`src/rtl/systolic_mmu_param_if.sv`:
```
// Bus bundle for the parametrised systolic MMU: weight-load and data
// handshakes plus the valid-tagged result lanes.
interface systolic_mmu_param_if #(
  parameter int N  = 4,
  parameter int DW = 8,
  parameter int AW = 32
);
  logic            wt_valid;
  logic            wt_ready;
  logic [N*DW-1:0] wt_row;
  logic            data_valid;
  logic            data_ready;
  logic [N*DW-1:0] data_in;
  logic            out_valid;
  logic [N*AW-1:0] acc_out;
  logic            busy;

  modport master (
    output wt_valid, wt_row, data_valid, data_in,
    input  wt_ready, data_ready, out_valid, acc_out, busy
  );

  modport slave (
    input  wt_valid, wt_row, data_valid, data_in,
    output wt_ready, data_ready, out_valid, acc_out, busy
  );
endinterface

```
`src/rtl/systolic_mmu_param.sv`:
```
// N x N weight-stationary systolic matrix-multiply unit.
// Callers present unskewed vectors; the block skews them into the array,
// de-skews the column sums and emits y[j] = sum_i x[i]*W[i][j] exactly
// 2*N cycles after acceptance, one result per cycle in acceptance order.
module systolic_mmu_param #(
  parameter int N      = 4,
  parameter int DW     = 8,
  parameter int AW     = 32,
  parameter int SIGNED = 0
) (
  input  logic               clk,
  input  logic               rst,
  systolic_mmu_param_if.slave bus
);
  localparam int LAT = 2 * N;
  localparam int KW  = $clog2(N);
  localparam int IW  = $clog2(LAT + 1);

  typedef enum logic [1:0] {EMPTY, LOADING, READY} state_t;

  state_t          state, state_nxt;
  logic [KW-1:0]   k, k_nxt;
  logic [IW-1:0]   inflight;
  logic            wt_ready, data_ready, wt_fire, data_fire;
  logic [LAT-2:0]  tok;
  logic            out_valid;
  logic [N*AW-1:0] acc;
  logic [DW-1:0]   a_in [N][N];
  logic [AW-1:0]   ps [N][N];
  logic [AW-1:0]   col_out [N];

  // Product of one activation and one weight, widened to the accumulator
  // width with sign or zero extension depending on the operand mode.
  function automatic logic [AW-1:0] mul_ext(input logic [DW-1:0] a, input logic [DW-1:0] w);
    logic signed [2*DW-1:0] sp;
    logic [2*DW-1:0]        up;
    logic [AW-1:0]          r;
    sp = $signed({{DW{a[DW-1]}}, a}) * $signed({{DW{w[DW-1]}}, w});
    up = {{DW{1'b0}}, a} * {{DW{1'b0}}, w};
    if (SIGNED != 0) r = AW'(sp);
    else             r = AW'(up);
    return r;
  endfunction

  // Data always wins; a weight beat in READY only lands when the pipe is empty,
  // so weights never change under a vector that is still in flight.
  assign data_ready = (state == READY);
  assign wt_ready   = (state != READY) || (inflight == '0 && !bus.data_valid);
  assign wt_fire    = bus.wt_valid && wt_ready;
  assign data_fire  = bus.data_valid && data_ready;

  // Load-FSM state and weight row pointer.
  always_ff @(posedge clk) begin
    if (rst) begin
      state <= EMPTY;
      k     <= '0;
    end else begin
      state <= state_nxt;
      k     <= k_nxt;
    end
  end

  // Each accepted beat advances the row pointer; the last row completes the load.
  always_comb begin
    state_nxt = state;
    k_nxt     = k;
    if (wt_fire) begin
      if (k == KW'(N - 1)) begin
        k_nxt     = '0;
        state_nxt = READY;
      end else begin
        k_nxt     = k + KW'(1);
        state_nxt = LOADING;
      end
    end
  end

  // Count of accepted vectors whose result has not yet been presented.
  always_ff @(posedge clk) begin
    if (rst) inflight <= '0;
    else begin
      case ({data_fire, out_valid})
        2'b10:   inflight <= inflight + IW'(1);
        2'b01:   inflight <= inflight - IW'(1);
        default: inflight <= inflight;
      endcase
    end
  end

  // Input skew: lane i is delayed i cycles so rows are fed diagonally.
  for (genvar i = 0; i < N; i++) begin : g_skew
    logic [DW-1:0] lane;
    assign lane = data_fire ? bus.data_in[i*DW +: DW] : '0;
    if (i == 0) begin : g_direct
      assign a_in[0][0] = lane;
    end else begin : g_chain
      logic [DW-1:0] chain [i];
      // Shift register delaying this lane by its row index.
      always_ff @(posedge clk) begin
        if (rst) begin
          for (int s = 0; s < i; s++) chain[s] <= '0;
        end else begin
          chain[0] <= lane;
          for (int s = 1; s < i; s++) chain[s] <= chain[s-1];
        end
      end
      assign a_in[i][0] = chain[i-1];
    end
  end

  // Processing elements: activations flow right, partial sums flow down.
  for (genvar i = 0; i < N; i++) begin : g_row
    for (genvar j = 0; j < N; j++) begin : g_pe
      logic [DW-1:0] w;
      logic [AW-1:0] psum_in, p_q;
      if (i == 0) begin : g_top
        assign psum_in = '0;
      end else begin : g_inner
        assign psum_in = ps[i-1][j];
      end
      // Stationary weight capture and multiply-accumulate of the passing sum.
      always_ff @(posedge clk) begin
        if (rst) begin
          w   <= '0;
          p_q <= '0;
        end else begin
          if (wt_fire && k == KW'(i)) w <= bus.wt_row[j*DW +: DW];
          p_q <= psum_in + mul_ext(a_in[i][j], w);
        end
      end
      assign ps[i][j] = p_q;
      if (j < N - 1) begin : g_fwd
        logic [DW-1:0] a_q;
        // Forward the activation to the neighbour on the right.
        always_ff @(posedge clk) begin
          if (rst) a_q <= '0;
          else     a_q <= a_in[i][j];
        end
        assign a_in[i][j+1] = a_q;
      end
    end
  end

  // Output de-skew: column j waits N-1-j cycles so all columns line up.
  for (genvar j = 0; j < N; j++) begin : g_deskew
    if (j == N - 1) begin : g_direct
      assign col_out[j] = ps[N-1][j];
    end else begin : g_chain
      logic [AW-1:0] dq [N-1-j];
      // Delay line aligning this column with the last one.
      always_ff @(posedge clk) begin
        if (rst) begin
          for (int s = 0; s < N - 1 - j; s++) dq[s] <= '0;
        end else begin
          dq[0] <= ps[N-1][j];
          for (int s = 1; s < N - 1 - j; s++) dq[s] <= dq[s-1];
        end
      end
      assign col_out[j] = dq[N-2-j];
    end
  end

  // Validity token riding alongside each accepted vector.
  always_ff @(posedge clk) begin
    if (rst) tok <= '0;
    else     tok <= {tok[LAT-3:0], data_fire};
  end

  // Result register: loads aligned lanes with the token, holds otherwise.
  always_ff @(posedge clk) begin
    if (rst) begin
      out_valid <= 1'b0;
      acc       <= '0;
    end else begin
      out_valid <= tok[LAT-2];
      if (tok[LAT-2]) begin
        for (int j = 0; j < N; j++) acc[j*AW +: AW] <= col_out[j];
      end
    end
  end

  assign bus.wt_ready   = wt_ready;
  assign bus.data_ready = data_ready;
  assign bus.out_valid  = out_valid;
  assign bus.acc_out    = acc;
  assign bus.busy       = (inflight != '0);
endmodule
```
`src/flat_wrapper.sv`:
```
// flat-port wrapper written by rule: the top's interface ports become plain ports
module systolic_mmu_param_flat 
#(
  parameter int N      = 4,
  parameter int DW     = 8,
  parameter int AW     = 32,
  parameter int SIGNED = 0
)
  (clk, rst, bus_wt_valid, bus_wt_row, bus_data_valid, bus_data_in, bus_wt_ready, bus_data_ready, bus_out_valid, bus_acc_out, bus_busy);
  systolic_mmu_param_if #(.N(N), .DW(DW), .AW(AW)) bus_i ();
  input  logic clk;
  input  logic rst;
  input wire logic [$bits(bus_i.wt_valid)-1:0] bus_wt_valid;
  input wire logic [$bits(bus_i.wt_row)-1:0] bus_wt_row;
  input wire logic [$bits(bus_i.data_valid)-1:0] bus_data_valid;
  input wire logic [$bits(bus_i.data_in)-1:0] bus_data_in;
  output wire logic [$bits(bus_i.wt_ready)-1:0] bus_wt_ready;
  output wire logic [$bits(bus_i.data_ready)-1:0] bus_data_ready;
  output wire logic [$bits(bus_i.out_valid)-1:0] bus_out_valid;
  output wire logic [$bits(bus_i.acc_out)-1:0] bus_acc_out;
  output wire logic [$bits(bus_i.busy)-1:0] bus_busy;
  assign bus_i.wt_valid = bus_wt_valid;
  assign bus_i.wt_row = bus_wt_row;
  assign bus_i.data_valid = bus_data_valid;
  assign bus_i.data_in = bus_data_in;
  assign bus_wt_ready = bus_i.wt_ready;
  assign bus_data_ready = bus_i.data_ready;
  assign bus_out_valid = bus_i.out_valid;
  assign bus_acc_out = bus_i.acc_out;
  assign bus_busy = bus_i.busy;
  systolic_mmu_param #(.N(N), .DW(DW), .AW(AW), .SIGNED(SIGNED)) u_core (.clk(clk), .rst(rst), .bus(bus_i));
endmodule
```
`config.mk`:
```
export PLATFORM = sky130hd
export DESIGN_NAME = systolic_mmu_param_flat
export DESIGN_NICKNAME = d
export VERILOG_FILES = /design/src/rtl/systolic_mmu_param_if.sv /design/src/rtl/systolic_mmu_param.sv /design/src/flat_wrapper.sv
export SDC_FILE = /design/constraint.sdc
export NUM_CORES = 2
export LEC_CHECK = 0
export ABC_AREA = 0
export ABC_CLOCK_PERIOD_IN_PS = 8270
export CAP_MARGIN = 25
export CELL_PAD_IN_SITES_DETAIL_PLACEMENT = 0
export CELL_PAD_IN_SITES_GLOBAL_PLACEMENT = 1
export CORE_UTILIZATION = 54
export CTS_BUF_LIST = sky130_fd_sc_hd__clkbuf_8
export DETAILED_ROUTE_END_ITERATION = 8
export PLACE_DENSITY_LB_ADDON = 0.1
export RECOVER_POWER = 100
export SLEW_MARGIN = 10
export SYNTH_ARGS = -nofsm -noshare
export SYNTH_HDL_FRONTEND = slang
export SYNTH_SLANG_ARGS = --single-unit
```
`constraint.sdc`:
```
create_clock -name clk -period 8.27 [get_ports clk]
set_input_delay 1.2405 -clock clk [delete_from_list [all_inputs] [get_ports clk]]
set_output_delay 1.2405 -clock clk [all_outputs]
set_load 0.01 [all_outputs]
```
# After elaboration in Yosys (flattened, before gate mapping)
# Memories as Yosys holds them, arrays and structs flattened. A register that Yosys moved wholly into a read port is not among the register bits.
# Cells that the tools add are included.
classes:
  add_sub_neg: 15
  multipliers: 16
  n_eq_ne: 7
  mux: 36
  bitwise: 10
  reduce_logical: 15
ops:
  columns: ["cell", "count"]
  rows:
  - ["two-way mux 32 bit", 18]
  - ["adder 32 bit", 8]
  - ["multiplier 8 x 8 -> 16 bit", 16]
  - ["adder 16 x 32 -> 32 bit", 4]
  - ["two-way mux 8 bit", 10]
  - ["OR reduction 32 bit", 1]
  - ["OR 1 bit", 10]
  - ["== test 2 bit, second input constant", 4]
  - ["one-hot mux 4 bit (2 select lines)", 1]
  - ["OR reduction 8 bit", 1]
  - ["logical AND 1 bit", 7]
  - ["two-way mux 1 bit", 5]
  - ["adder 4 x 1 -> 4 bit, second input constant", 1]
  - ["== test 2 x 1 -> 1 bit, second input constant", 2]
  - ["logical NOT 4 bit", 1]
  - ["two-way mux 2 bit", 2]
  - ["nonzero test 4 bit", 1]
  - ["subtractor 4 x 1 -> 4 bit, second input constant", 1]
  - ["adder 2 x 1 -> 2 bit, second input constant", 1]
  - ["logical NOT 2 bit", 1]
  - ["!= test 2 bit, second input constant", 1]
  - ["nonzero test 2 bit", 1]
  - ["logical NOT 1 bit", 1]
  - ["logical OR 1 bit", 1]
word_totals:
  ff_bits: 816
  mem_bits_rw: 240
  input_bits: 68
  out_inout_bits: 132
  memories: 6
memory_table:
  columns: ["name", "words", "word_bits", "rd", "rd_clocked_by_memory_dff", "write_ports", "line_no", "text"]
  rows:
  - ["u_core.g_deskew[0].g_chain.dq", 3, 32, 3, 1, 3, "systolic_mmu_param.sv:149", "logic [AW-1:0] dq [N-1-j];"]
  - ["u_core.g_deskew[1].g_chain.dq", 2, 32, 2, 1, 2, "systolic_mmu_param.sv:149", null]
  - ["u_core.g_deskew[2].g_chain.dq", 1, 32, 1, 1, 1, "systolic_mmu_param.sv:149", null]
  - ["u_core.g_skew[3].g_chain.chain", 3, 8, 3, 0, 3, "systolic_mmu_param.sv:97", "logic [DW-1:0] chain [i];"]
  - ["u_core.g_skew[2].g_chain.chain", 2, 8, 2, 0, 2, "systolic_mmu_param.sv:97", null]
  - ["u_core.g_skew[1].g_chain.chain", 1, 8, 1, 0, 1, "systolic_mmu_param.sv:97", null]

# Longest topological paths before layout
depth:
  word_depth: 5
  ltp_mapped: 24

# Worst setup path before layout
# OpenSTA, ideal clock, no wires.
synth_path:
  path_type: "input port to flip-flop"
  startpoint: "input port bus_data_valid"
  endpoint: "register u_core.g_row[0].g_pe[0].p_q[13]"
  arrival_ns: 5.346
  required_time_ns: 8.149
  path_slack_ns: 2.803
  cell_stages: 15
  n_path_buf: 2
  path_cell_list: "and2_1 -> clkbuf_1 -> clkbuf_1 -> nand3_1 -> fa_1 -> fa_1 -> inv_1 -> fa_1 -> fa_1 -> ha_1 -> or3_1 -> o211ai_1 -> nand2b_1 -> a31oi_1 -> mux2_2"
synth_between:
  elab_chain_cells: 3
synth_rtl:
  columns: ["item", "line_no", "text"]
  rows:
  - ["start, declared", "flat_wrapper.sv:15", "input wire logic [$bits(bus_i.data_valid)-1:0] bus_data_valid;"]
  - ["logical AND 1 bit", "systolic_mmu_param.sv:50", "assign data_fire = bus.data_valid && data_ready;"]
  - ["two-way mux 8 bit", "systolic_mmu_param.sv:93", "assign lane = data_fire ? bus.data_in[i*DW +: DW] : '0;"]
  - ["multiplier 8 x 8 -> 16 bit", "systolic_mmu_param.sv:39", "up = {{DW{1'b0}}, a} * {{DW{1'b0}}, w};"]
  - ["end signal, assigned", "systolic_mmu_param.sv:128", "p_q <= psum_in + mul_ext(a_in[i][j], w);"]
  - ["end, declared", "systolic_mmu_param.sv:115", "logic [AW-1:0] psum_in, p_q;"]
# No other way between the ends.
# A chain may end at the register's enable or synchronous reset.

==> results_dict.tcl <==
set metrics [dict create \
    run_status "finished, violations left" \
    violations "max-capacitance violations, max-slew violations" \
    nets 8756 \
    power.switching_mw 1.92 \
    share_of_total_power_in_combinational_logic_pct 2.7 \
    grt_antenna_before_repair 4 \
    worstHoldStart "u_core.tok[2]" \
    ctsLongestPathBuffers 3 \
    netlist.top_cell.by_area "sky130_fd_sc_hd__dfxtp_1" \
    drc 0 \
    postSynth.topFlopCell "sky130_fd_sc_hd__dfxtp_1" \
    htree_num_levels 4 \
    max_freq_mhz 159 \
    critPathArrivalTime_ps 7000 \
    postSynth.asyncResetShare_pct 0 \
    detail_route.wl_per_cell_um 16.3 \
    synth-warning-count 0 \
    numClockSinks 758 \
    net_switching_share_of_the_total_power_pct 24.7 \
    tritoncts "built" \
    placed_cells 8718 \
    ant_nets 0 \
    setup_viol_count_final 0 \
    drive_gt1_share_pct 3.95 \
    finalHoldViolCount 0 \
    synthesis.instances 7215 \
    place_hpwl_mm 115 \
    layout.area.seq_um2 15200 \
    floorplan.die.height_um 348 \
    initial_core_util_pct 54.6 \
    final.setup.tns_ps 0 \
    critPathMaxFanout 90 \
    synth-edff-count 0 \
    cts.repair.resized 0 \
    crit_reg_reg_startpoint "u_core.g_row[3].g_pe[2].g_fwd.a_q[5]" \
    tightest_slew_ps 3480 \
    r2r-end "u_core.g_row[3].g_pe[3].p_q[15]" \
    worstSetupEndpointType "flip-flop" \
    total_number_of_placement_rows 126 \
    synth_top_area_share_pct 23.5 \
    vdd_ir_drop_max_uv 154 \
    drv_cap 9 \
    area_growth_pct 8.37 \
    worstHoldPathType "flip-flop to flip-flop" \
    p_leak_nw 35.4 \
    totalWireLength_mm 146 \
    hold_path_depth 1 \
    avgSynthCellArea_um2 8.95 \
    drt-initial-drc-count 2480 \
    via_per_inst 5.29 \
    synth.cells.most_frequent "sky130_fd_sc_hd__inv_1 (899), sky130_fd_sc_hd__ha_1 (779), sky130_fd_sc_hd__dfxtp_1 (758)" \
    worstRegToRegCells 19 \
    unrepaired_setup_endpoints_after_global_routing "no" \
    criticalPathCategory "input port to flip-flop" \
    intPower_mw 5.83 \
    yosys.cell_types.count 75 \
    final.setup_skew_ps 58.4 \
    synth_fa_ha_area_share_pct 33.4 \
    final_core_area_utilization_pct 59.2 \
    maximum_number_of_pins_on_one_net_before_global_route_repair 180 \
    timing.slew.headroom_pct -132 \
    die_outline_width_um 348 \
    vias 47400 \
    cts-hold-fix-buffers 0 \
    synth-xor-area-share_pct 3.68 \
    port-buffer-count 147 \
    area_of_the_multi_input_gates_um2 45000 \
    die-area_um2 121000 \
    track_usage_pct 24.6 \
    worst_path_required_time_ps 8990 \
    clkLatencyLatePin_ps 880 \
    global_route.overflow_total 0 \
    number_of_storage_elements_in_the_synthesis_netlist 758 \
    nFillCells 10800 \
    cts-buffers-inserted 135 \
    r2r_setup_slack_ps 2270 \
    final_period_minus_worst_setup_slack_ps 6290 \
    detail_route.first_pass.iterations 7 \
    synth_simple_gate_area_share_pct 20.2 \
    finalCritPeriodShare_pct 76.0 \
    power.density_cell_area_nw_per_um2 111 \
    gp_congestion 0.883 \
    io_pins 200 \
    clockPowerShare_pct 49.1 \
    grt_pass1_vias 47100 \
    complex_gate_fraction_of_the_synthesized_area_pct 10.2 \
    mappedNetlistArea_um2 64600 \
    global_route_wire_length_before_repair_mm 241 \
    min_to "u_core.tok[3]" \
    dominant_combinational_cell_family_by_area_after_synthesis "adder cells" \
    number_of_max_slew_violations_in_the_final_report 682 \
    clock-root-buffer "sky130_fd_sc_hd__clkbuf_8" \
    post_layout_nonfiller_instances 8963 \
    sequentialPowerShare_pct 48.1 \
    synth_area_leaders "sky130_fd_sc_hd__dfxtp_1 (24%), sky130_fd_sc_hd__fa_1 (18%), sky130_fd_sc_hd__ha_1 (15%)" \
    setup_fix_buffers_added_after_clock_tree_synthesis 0 \
    worst_setup_path_start_kind "input port" \
    post_synth_mux_area_share_pct 1.92 \
    design_power_total_mw 7.75 \
    synth-seq-area-share_pct 23.5 \
    synth.most_common_cell "sky130_fd_sc_hd__inv_1" \
    placeableCoreArea_um2 118000 \
    clk_transition_reported_paths_ps 60 \
]
## power by group through the flow
stage	Combinational, mW	Clock, mW	Sequential [mW]
floorplan	0.148	0	3.77
global placement	0.211	0	3.81
detailed placement	0.214	0	3.81
CTS	0.214	3.93	3.73
global route	0.233	4.09	3.73
finish	0.212	3.81	3.73
## state kept, by name (all words and copies together) (netlist names), 4 cells and up
register                     cells
u_core.g_skew.g_chain.chain     48
u_core.bus.acc_out              76
u_core.g_row.g_pe.p_q          280
u_core.tok                       7
u_core.g_row.g_pe.w            128
u_core.inflight                  4
u_core.g_row.g_pe.g_fwd.a_q     96
u_core.g_deskew.g_chain.dq     114
## cells in the final DEF, fill, tap and decap left out, drive strengths merged, types with 20 or more instances in the layout
cell / netlist / final
clkdlybuf4s50: 0 / 65
a21oi: 331 / 331
mux2i: 90 / 90
inv: 899 / 942
o21bai: 34 / 34
dlygate4sd3: 0 / 81
ha: 779 / 779
and3: 96 / 96
a31oi: 41 / 41
xor2: 76 / 76
nand3: 61 / 61
mux2: 30 / 30
a211oi: 60 / 60
nand2b: 24 / 24
conb: 1 / 52
nand4: 24 / 24
nor2: 424 / 424
a21boi: 20 / 20
and2: 726 / 726
or2: 28 / 28
o21a: 24 / 24
o211ai: 52 / 52
nand2: 664 / 664
o31ai: 24 / 24
o21ai: 150 / 150
clkbuf: 147 / 170
xnor2: 195 / 195
clkinv: 0 / 25
nor2b: 329 / 329
dfxtp: 758 / 758
fa: 589 / 589
nor3: 102 / 102
a21o: 147 / 147
## metrics by stage
| stage | setup slack (ps) | hold WS, ps | instance area (µm²) |
|---|---|---|---|
| CTS | 2350 | 429 | 70100 |
| floorplan | 2800 | 414 | 64800 |
| finish | 1980 | 427 | 70000 |
| global route | 1320 | 447 | 70000 |
| detailed placement | 1490 | 420 | 67100 |
| global placement | 1600 | 415 | 67100 |
## area by class of cell
cell class                 instances  area share (%)
multi-input combinational       5366            64.3
sequential                       758            21.7
inverter                         899            4.82
clock buffer                     162            3.19
tap                             1536            2.75
timing repair buffer             160            2.24
clock inverter                    80            1.04
antenna                            2         0.00715
## how the worst max path moves through the flow
stage / from / to / depth (start not counted)
6_report: rst / u_core.g_row[0].g_pe[2].p_q[0] / 5
5_1_grt: rst / u_core.g_row[0].g_pe[2].p_q[0] / 5
4_1_cts: u_core.g_row[3].g_pe[2].g_fwd.a_q[5] / u_core.g_row[3].g_pe[3].p_q[15] / 19
3_5_place_dp: bus_data_valid / u_core.g_row[0].g_pe[0].p_q[13] / 14
3_3_place_gp: bus_data_valid / u_core.g_row[0].g_pe[0].p_q[13] / 14
2_1_floorplan: bus_data_valid / u_core.g_row[0].g_pe[0].p_q[13] / 15
## worst max-delay path: stages
cell	delay, ps
sky130_fd_sc_hd__clkbuf_1	1120
sky130_fd_sc_hd__clkbuf_1	2390
sky130_fd_sc_hd__clkbuf_2	1600
sky130_fd_sc_hd__nor2b_1	280
sky130_fd_sc_hd__and2_0	280
## metal layers
metal,share of wire (%),GRT usage [%]
met1,50,35.9
met2,43,37.6
met3,4.8,3.75
met4,2.0,6.57
met5,0.0062,0
## kinds of logic (layout without fill, tap and decap cells)
logic type	after synthesis	in the layout
simple gates	2542	2542
xor+xnor	271	271
compound gates	1013	1013
other cells	1	54
mux	120	120
fa+ha+maj	1368	1368
flops	758	758
buf+inv	1142	1301
Note: power is estimated with default switching activity, not from simulation.
